==> config.mk <==
export PLATFORM = sky130hd
export DESIGN_NAME = ps2_keyboard_rx
export DESIGN_NICKNAME = d
export VERILOG_FILES = /design/src/rtl/ps2_keyboard_rx.sv
export SDC_FILE = /design/constraint.sdc
export NUM_CORES = 1
export LEC_CHECK = 0
export CELL_PAD_IN_SITES_DETAIL_PLACEMENT = 0
export CELL_PAD_IN_SITES_GLOBAL_PLACEMENT = 1
export CORE_MARGIN = 8
export CORE_UTILIZATION = 54
export DETAILED_ROUTE_END_ITERATION = 8
export GPL_TIMING_DRIVEN = 0
export PLACE_DENSITY_LB_ADDON = 0.08
export SLEW_MARGIN = 20
export SYNTH_ARGS = -nofsm -noshare
export SYNTH_HDL_FRONTEND = slang
export SYNTH_SLANG_ARGS = --single-unit
export TNS_END_PERCENT = 1
==> constraint.sdc <==
create_clock -name clock -period 4.65 [get_ports clock]
set_input_delay 0.93 -clock clock [delete_from_list [all_inputs] [get_ports clock]]
set_output_delay 0.93 -clock clock [all_outputs]
set_load 0.02 [all_outputs]
==> src/rtl/ps2_keyboard_rx.sv <==
// PS/2 keyboard receiver: synchronises PS2_CLK/PS2_DATA, deframes 11-bit
// device-to-host frames, checks start/parity/stop and queues good bytes in a
// show-ahead FIFO drained by the CPU one byte per rd_en strobe.
module ps2_keyboard_rx #(
   parameter int unsigned FIFO_DEPTH     = 8,
   parameter int unsigned TIMEOUT_CYCLES = 50000
) (
   input  logic                          clock,
   input  logic                          reset,
   input  logic                          ps2_clk,
   input  logic                          ps2_data,
   input  logic                          rd_en,
   input  logic                          err_clr,
   output logic [7:0]                    data_out,
   output logic                          empty,
   output logic [$clog2(FIFO_DEPTH):0]   count,
   output logic                          overflow,
   output logic                          frame_err
);

   localparam int unsigned AW = $clog2(FIFO_DEPTH);
   localparam int unsigned CW = AW + 1;
   localparam int unsigned TW = (TIMEOUT_CYCLES > 1) ? $clog2(TIMEOUT_CYCLES) : 1;

   localparam logic [0:0] ST_IDLE = 1'b0;
   localparam logic [0:0] ST_RECV = 1'b1;

   // Synchroniser chain; clk_s3_q is the previous synchronised clock level
   logic clk_s1_q, clk_s2_q, clk_s3_q;
   logic dat_s1_q, dat_s2_q;
   logic fall, bit_in;

   // Frame receiver state
   logic [0:0]    state_q, state_d;
   logic [3:0]    bitcnt_q, bitcnt_d;
   logic [7:0]    shift_q, shift_d;
   logic          parity_q, parity_d;
   logic [TW-1:0] tmo_q, tmo_d;
   logic          push, ferr_set;

   // FIFO state
   logic [7:0]    mem [FIFO_DEPTH];
   logic [AW-1:0] wr_ptr_q, wr_ptr_d;
   logic [AW-1:0] rd_ptr_q, rd_ptr_d;
   logic [CW-1:0] count_q, count_d;
   logic          empty_q, empty_d;
   logic          full, pop, do_push, ovf_set;

   // Sticky flags
   logic overflow_q, overflow_d;
   logic frame_err_q, frame_err_d;

   // Two-flop synchronisers; reset high so an idle bus yields no fall on release
   always_ff @(posedge clock or posedge reset) begin
      if (reset) begin
         clk_s1_q <= 1'b1;
         clk_s2_q <= 1'b1;
         clk_s3_q <= 1'b1;
         dat_s1_q <= 1'b1;
         dat_s2_q <= 1'b1;
      end else begin
         clk_s1_q <= ps2_clk;
         clk_s2_q <= clk_s1_q;
         clk_s3_q <= clk_s2_q;
         dat_s1_q <= ps2_data;
         dat_s2_q <= dat_s1_q;
      end
   end

   assign fall   = clk_s3_q & ~clk_s2_q;
   assign bit_in = dat_s2_q;

   // Deframing FSM: start bit, 8 data bits LSB first, parity, stop; idle timeout
   always_comb begin
      state_d  = state_q;
      bitcnt_d = bitcnt_q;
      shift_d  = shift_q;
      parity_d = parity_q;
      tmo_d    = tmo_q;
      push     = 1'b0;
      ferr_set = 1'b0;
      case (state_q)
         ST_IDLE: begin
            tmo_d = '0;
            if (fall) begin
               if (!bit_in) begin
                  state_d  = ST_RECV;
                  bitcnt_d = 4'd1;
               end else begin
                  ferr_set = 1'b1;
               end
            end
         end
         default: begin
            if (fall) begin
               tmo_d = '0;
               if (bitcnt_q <= 4'd8) begin
                  shift_d  = {bit_in, shift_q[7:1]};
                  bitcnt_d = bitcnt_q + 4'd1;
               end else if (bitcnt_q == 4'd9) begin
                  parity_d = bit_in;
                  bitcnt_d = 4'd10;
               end else begin
                  // Stop bit: odd parity over data+parity and stop must be high
                  if (bit_in && (^{shift_q, parity_q})) begin
                     push = 1'b1;
                  end else begin
                     ferr_set = 1'b1;
                  end
                  state_d  = ST_IDLE;
                  bitcnt_d = '0;
               end
            end else if (tmo_q == TW'(TIMEOUT_CYCLES - 1)) begin
               // Abandon a stalled partial frame silently
               state_d  = ST_IDLE;
               bitcnt_d = '0;
               tmo_d    = '0;
            end else begin
               tmo_d = tmo_q + TW'(1);
            end
         end
      endcase
   end

   // Receiver registers
   always_ff @(posedge clock or posedge reset) begin
      if (reset) begin
         state_q  <= ST_IDLE;
         bitcnt_q <= '0;
         shift_q  <= '0;
         parity_q <= 1'b0;
         tmo_q    <= '0;
      end else begin
         state_q  <= state_d;
         bitcnt_q <= bitcnt_d;
         shift_q  <= shift_d;
         parity_q <= parity_d;
         tmo_q    <= tmo_d;
      end
   end

   // FIFO control: a pop frees the slot a same-cycle push needs when full
   always_comb begin
      full     = (count_q == CW'(FIFO_DEPTH));
      pop      = rd_en & ~empty_q;
      do_push  = push & (~full | pop);
      ovf_set  = push & full & ~pop;
      wr_ptr_d = do_push ? wr_ptr_q + AW'(1) : wr_ptr_q;
      rd_ptr_d = pop ? rd_ptr_q + AW'(1) : rd_ptr_q;
      case ({do_push, pop})
         2'b10:   count_d = count_q + CW'(1);
         2'b01:   count_d = count_q - CW'(1);
         default: count_d = count_q;
      endcase
      empty_d     = (count_d == '0);
      overflow_d  = (overflow_q & ~err_clr) | ovf_set;
      frame_err_d = (frame_err_q & ~err_clr) | ferr_set;
   end

   // FIFO pointers, count and sticky flags
   always_ff @(posedge clock or posedge reset) begin
      if (reset) begin
         wr_ptr_q    <= '0;
         rd_ptr_q    <= '0;
         count_q     <= '0;
         empty_q     <= 1'b1;
         overflow_q  <= 1'b0;
         frame_err_q <= 1'b0;
      end else begin
         wr_ptr_q    <= wr_ptr_d;
         rd_ptr_q    <= rd_ptr_d;
         count_q     <= count_d;
         empty_q     <= empty_d;
         overflow_q  <= overflow_d;
         frame_err_q <= frame_err_d;
      end
   end

   // Storage array; contents need no reset since reads are gated by empty
   always_ff @(posedge clock) begin
      if (do_push) begin
         mem[wr_ptr_q] <= shift_q;
      end
   end

   assign data_out  = empty_q ? 8'h00 : mem[rd_ptr_q];
   assign empty     = empty_q;
   assign count     = count_q;
   assign overflow  = overflow_q;
   assign frame_err = frame_err_q;

endmodule

# == Yosys cells after proc, flatten, opt, wreduce, memory -nomap -nowiden ==
# Memories as Yosys holds them, arrays and structs flattened.
# Cells that the tools add are included.
# classes
add_sub_neg,6
mul,0
n_div,0
magnitude_cmp,1
eq_ne,6
n_shift,0
mux,33
bitwise_logic,16
n_reduce_logical,8
# op_table
cell,n
16-bit two-way mux,3
4-bit two-way mux,7
1-bit two-way mux,21
"16-bit by 1-bit adder with 16-bit output, second input constant",1
"16-bit equality test, second input constant",1
9-bit XOR reduction,1
"4-bit by 1-bit adder with 4-bit output, second input constant",2
"4-bit equality test, second input constant",2
8-bit two-way mux,1
4-bit one-hot mux with 2 select lines,1
1-bit AND,7
"3-bit by 1-bit adder with 3-bit output, second input constant",2
1-bit NOT,6
3-bit AND reduction,2
"4-bit less-or-equal comparator, second input constant",1
4-bit logical NOT,1
4-bit AND reduction,1
2-bit nonzero test,2
"4-bit by 1-bit subtractor with 4-bit output, second input constant",1
1-bit OR,3
"2-bit by 1-bit equality test with 1-bit output, second input constant",1
"2-bit equality test, second input constant",1
"2-bit by 1-bit inequality test with 1-bit output, second input constant",1
1-bit logical AND,1
# word_totals
regBits,48
latch_bits,0
mem_bits_rw,64
romBits,0
mem_count,1
# mem_list
memory,depth,width,rd,rd_clocked_by_memory_dff,wr,line_no,source
mem,8,8,1,0,1,42,logic [7:0] mem [FIFO_DEPTH];

# == Logic depth before layout (Yosys ltp) ==
# depth
word_depth,11
mapped_depth,14

# == Worst setup path before layout ==
# OpenSTA, ideal clock, no wires.
# synth_timing
kind,register to register
startpoint,register shift_q[0]
endpoint,"memory mem[1][0], enable pin"
setup_time_ns,0.383
t_arrival_ns,2.374
required_time_ns,4.267
setup_slack_ns,1.893
path_stages_with_launch,7
path_buffers,0
path_cell_list,dfrtp_1 -> xor3_1 -> and4bb_2 -> mux2i_4 -> nand2b_4 -> or2_2 -> nor3_1
# synth_via
elab_chain_cells,10
# synth_lines
item,line_no,source
from (decl),36,"logic [7:0] shift_q, shift_d;"
from (signal assigned),136,shift_q <= shift_d;
9-bit XOR reduction,105,"if (bit_in && (^{shift_q, parity_q})) begin"
1-bit logical AND,105,
1-bit two-way mux,105,
1-bit two-way mux,100,end else if (bitcnt_q == 4'd9) begin
1-bit two-way mux,97,if (bitcnt_q <= 4'd8) begin
1-bit two-way mux,95,if (fall) begin
1-bit two-way mux,82,case (state_q)
1-bit AND,146,do_push = push & (~full | pop);
1-bit two-way mux,181,if (do_push) begin
1-bit two-way mux (not written as such),182,mem[wr_ptr_q] <= shift_q;
to (decl),42,
# Every way passes these cells.

# == Worst setup path after layout ==
# layout_timing
startpoint,register rd_ptr_q[1]
endpoint,output port data_out[1]
# layout_via
elab_chain_cells,2
# layout_lines
item,line_no,source
from (decl),44,"logic [AW-1:0] rd_ptr_q, rd_ptr_d;"
from (signal assigned),171,rd_ptr_q <= rd_ptr_d;
memory read 8 x 8 bit,-,
8-bit two-way mux,186,assign data_out = empty_q ? 8'h00 : mem[rd_ptr_q];
to (decl),14,"output logic [7:0] data_out,"
# Every way passes these cells.

==> run summary <==
Most common cell on crit path -> clkbuf_1
fin util -> 61.84%
Synth Warn # -> 0
max incr delay on CP -> 540 ps
Worst VDD drop -> 0.2209 mV
status -> finished clean
final instance area -> 5366 um^2
IO buf count -> 20
family with the most delay on the worst path -> buffers and inverters
post-CTS setup buffers -> 0
Critical Path Fanout Max -> 10
GR Util All Layers -> 14.35%
vias per inst -> 5.532
CP Launch Type -> flip-flop
placed cell area -> 5195 um^2
final net count -> 376
Clock Skew -> 15.23 ps
Worst Path Buf+Inv -> 3
clock buffer depth -> 2
largest area contributor in the netlist -> edfxtp_1
Inserted Diodes -> 0
first-pass GRT wire length -> 14.07 mm
Setup crit end kind -> primary output
synthesized area -> 4822 um^2
Slew @ Worst Pin -> 808.7 ps
Tcrit/Tclk final -> 80.86%
Hold WS -> 361.8 ps
min Tclk post-route -> 3760 ps
Fillers -> 681
Primary FF master, synth -> edfxtp_1
slowest CP cell -> clkdlybuf4s50_1
top cell type's share of synthesized area -> 39.85%
post-cts sizing count -> 0
Fin Setup TNS -> 0 ps
Clock Pin Slew Worst Setup and Hold Paths -> 100 ps
DPL Wire Length -> 5.792 mm
Final Hold Fails -> 0
Placer Congestion -> 0.7930
Routed wire per std cell -> 17.37 um
vias in the first global route -> 2,722
Post-synth EDFFs -> 64
Slew Viols, Final -> 0
syn_nets -> 344
most numerous cell in the Yosys netlist -> edfxtp_1
Congestion Overflow GR -> 0
area delta synth->final -> 11.29%
first drt pass iteration count -> 5
number of max-cap violations -> 0
# IOs -> 21
largest net degree at the start of global routing -> 27
final-report setup violation count -> 0
share of layout cells above drive strength 1 -> 16.39%
Mean Syn Cell Area -> 14.66 um^2
DR DRC count -> 0
die height -> 110.5 um
Skew-Pair Late Insertion Delay -> 370 ps
CP cell instances -> clkbuf_1 -> clkbuf_1 -> mux4_2 -> mux2i_1 -> nor2_1 -> clkdlybuf4s50_1
maximum clock frequency -> 266.0 MHz
clock sink count -> 112
CP required -> 3720 ps
synth top area cells -> edfxtp_1 (40%), dfrtp_1 (22%), mux4_2 (7.5%), dfstp_2 (3.3%), nor2_1 (3.2%)
initial antenna violation count -> 0
area of the multi-input gates -> 1613 um^2
TritonCTS clock tree -> done
row cnt -> 34
post-synthesis sequential area ratio -> 64.92%
Starting Density -> 55.57%
Post-Route WL -> 8.235 mm
synth cell count leaders -> edfxtp_1 (64), dfrtp_1 (42), nor2_1 (41)
core area -> 8678 um^2
DRT iter0 DRCs -> 155
CTS buffer count -> 9
Post-DRT Antenna Nets -> 0
worst rel slew slack -> 45.89%
Yosys cell types -> 43
CTS root buf -> clkbuf_8
crit path kind -> reg -> out
die width -> 110.5 um
CP Data Arrival Time -> 2830 ps
async set-reset flop share out of synthesis -> 42.86%
# hold bufs at CTS -> 0
DR vias -> 2,622
die area -> 12,210 um^2
overall power -> 0.002984 W
number of synthesized register bits -> 112
Syn Inst Count -> 329
Max H-tree Level -> 3
HP Class -> reg -> reg
P_leak -> 2.039 nW
Sequential cell area -> 3131 um^2
pwr dens -> 556.0 nW/um^2
RSZ-0062 raised after global routing -> false
==> cell usage in the layout (no fill, tap or decap), drive strengths merged, types with 2 or more instances in the layout <==
master	instances
mux4	16
nand2b	6
clkinv	4
nor2	41
mux2i	12
nand2	23
nor2b	2
nor3	7
o21ai	3
xor2	11
dfrtp	42
clkdlybuf4s50	20
ha	8
clkbuf	16
xnor2	13
dfstp	6
buf	4
a21oi	7
and3	5
a41oi	2
inv	13
edfxtp	64
mux2	10
nand3	13
o31ai	2
==> stage by stage <==
step                std cells  setup WS, ps
floorplan                 329          1893
global placement          457          1061
detailed placement        458          1233
CTS                       474         794.3
global route              474         675.8
finish                    474         890.0
==> final cells by class <==
cell class                      count  area share, %
Sequential cell                   112          58.34
Multi-Input combinational cell    196          30.05
Timing Repair Buffer               21          4.243
Tap cell                          108          2.518
Clock buffer                       10          2.378
Inverter                           12         0.8394
Clock inverter                      6         0.8160
Buffer                              9         0.8160
==> sequential cells by signal, summed over array words and instances, names as in the netlist, 3 cells and up <==
register  cells
wr_ptr_q      3
rd_ptr_q      3
shift_q       8
tmo_q        16
mem          64
count         4
bitcnt_q      4
==> metal layers <==
metal / track usage [%] / wire length, um / up-vias
li1: - / - / 1254
met1: 17.82 / 3627 / 1317
met2: 23.65 / 4222 / 43
met3: 4.004 / 294 / 8
met4: 4.595 / 90 / 0
met5: 0 / 0 / -
==> worst paths after layout <==
check,start,end,slack [ps],cells after the start
min,dat_s1_q$_DFF_PP1_,bit_in$_DFF_PP1_,360,0
max reg2reg,shift_q[0]$_DFFE_PP0P_,mem[3][6]$_DFFE_PP_,1650,6
max,rd_ptr_q[1]$_DFFE_PP0P_,data_out[1],890,6
min in group asynchronous,reset,tmo_q[12]$_DFF_PP0_,940,2
min reg2reg,dat_s1_q$_DFF_PP1_,bit_in$_DFF_PP1_,360,0
max in group asynchronous,reset,dat_s1_q$_DFF_PP1_,3100,3
==> where the power goes <==
group / total, W / switching [W] / internal, W
registers: 0.00136 / 0.000144 / 0.00121
logic: 0.00111 / 0.000541 / 0.000569
clock network: 0.000518 / 0.000320 / 0.000197
total: 0.00298 / 0.00101 / 0.00198
==> logic make-up (layout without fill, tap and decap cells) <==
kind of cell / Yosys count / after routing / share of synthesized area [%]
muxes: 38 / 38 / 12.71
buffers and inverters: 21 / 58 / 1.842
DFF: 112 / 112 / 64.92
AOI/OAI and AO/OA: 20 / 20 / 2.699
xor gates and xnor gates: 26 / 26 / 5.345
and+or+nand+nor: 103 / 103 / 9.990
adders and majority gates: 9 / 9 / 2.491
Power figures use the tool's default switching activity.
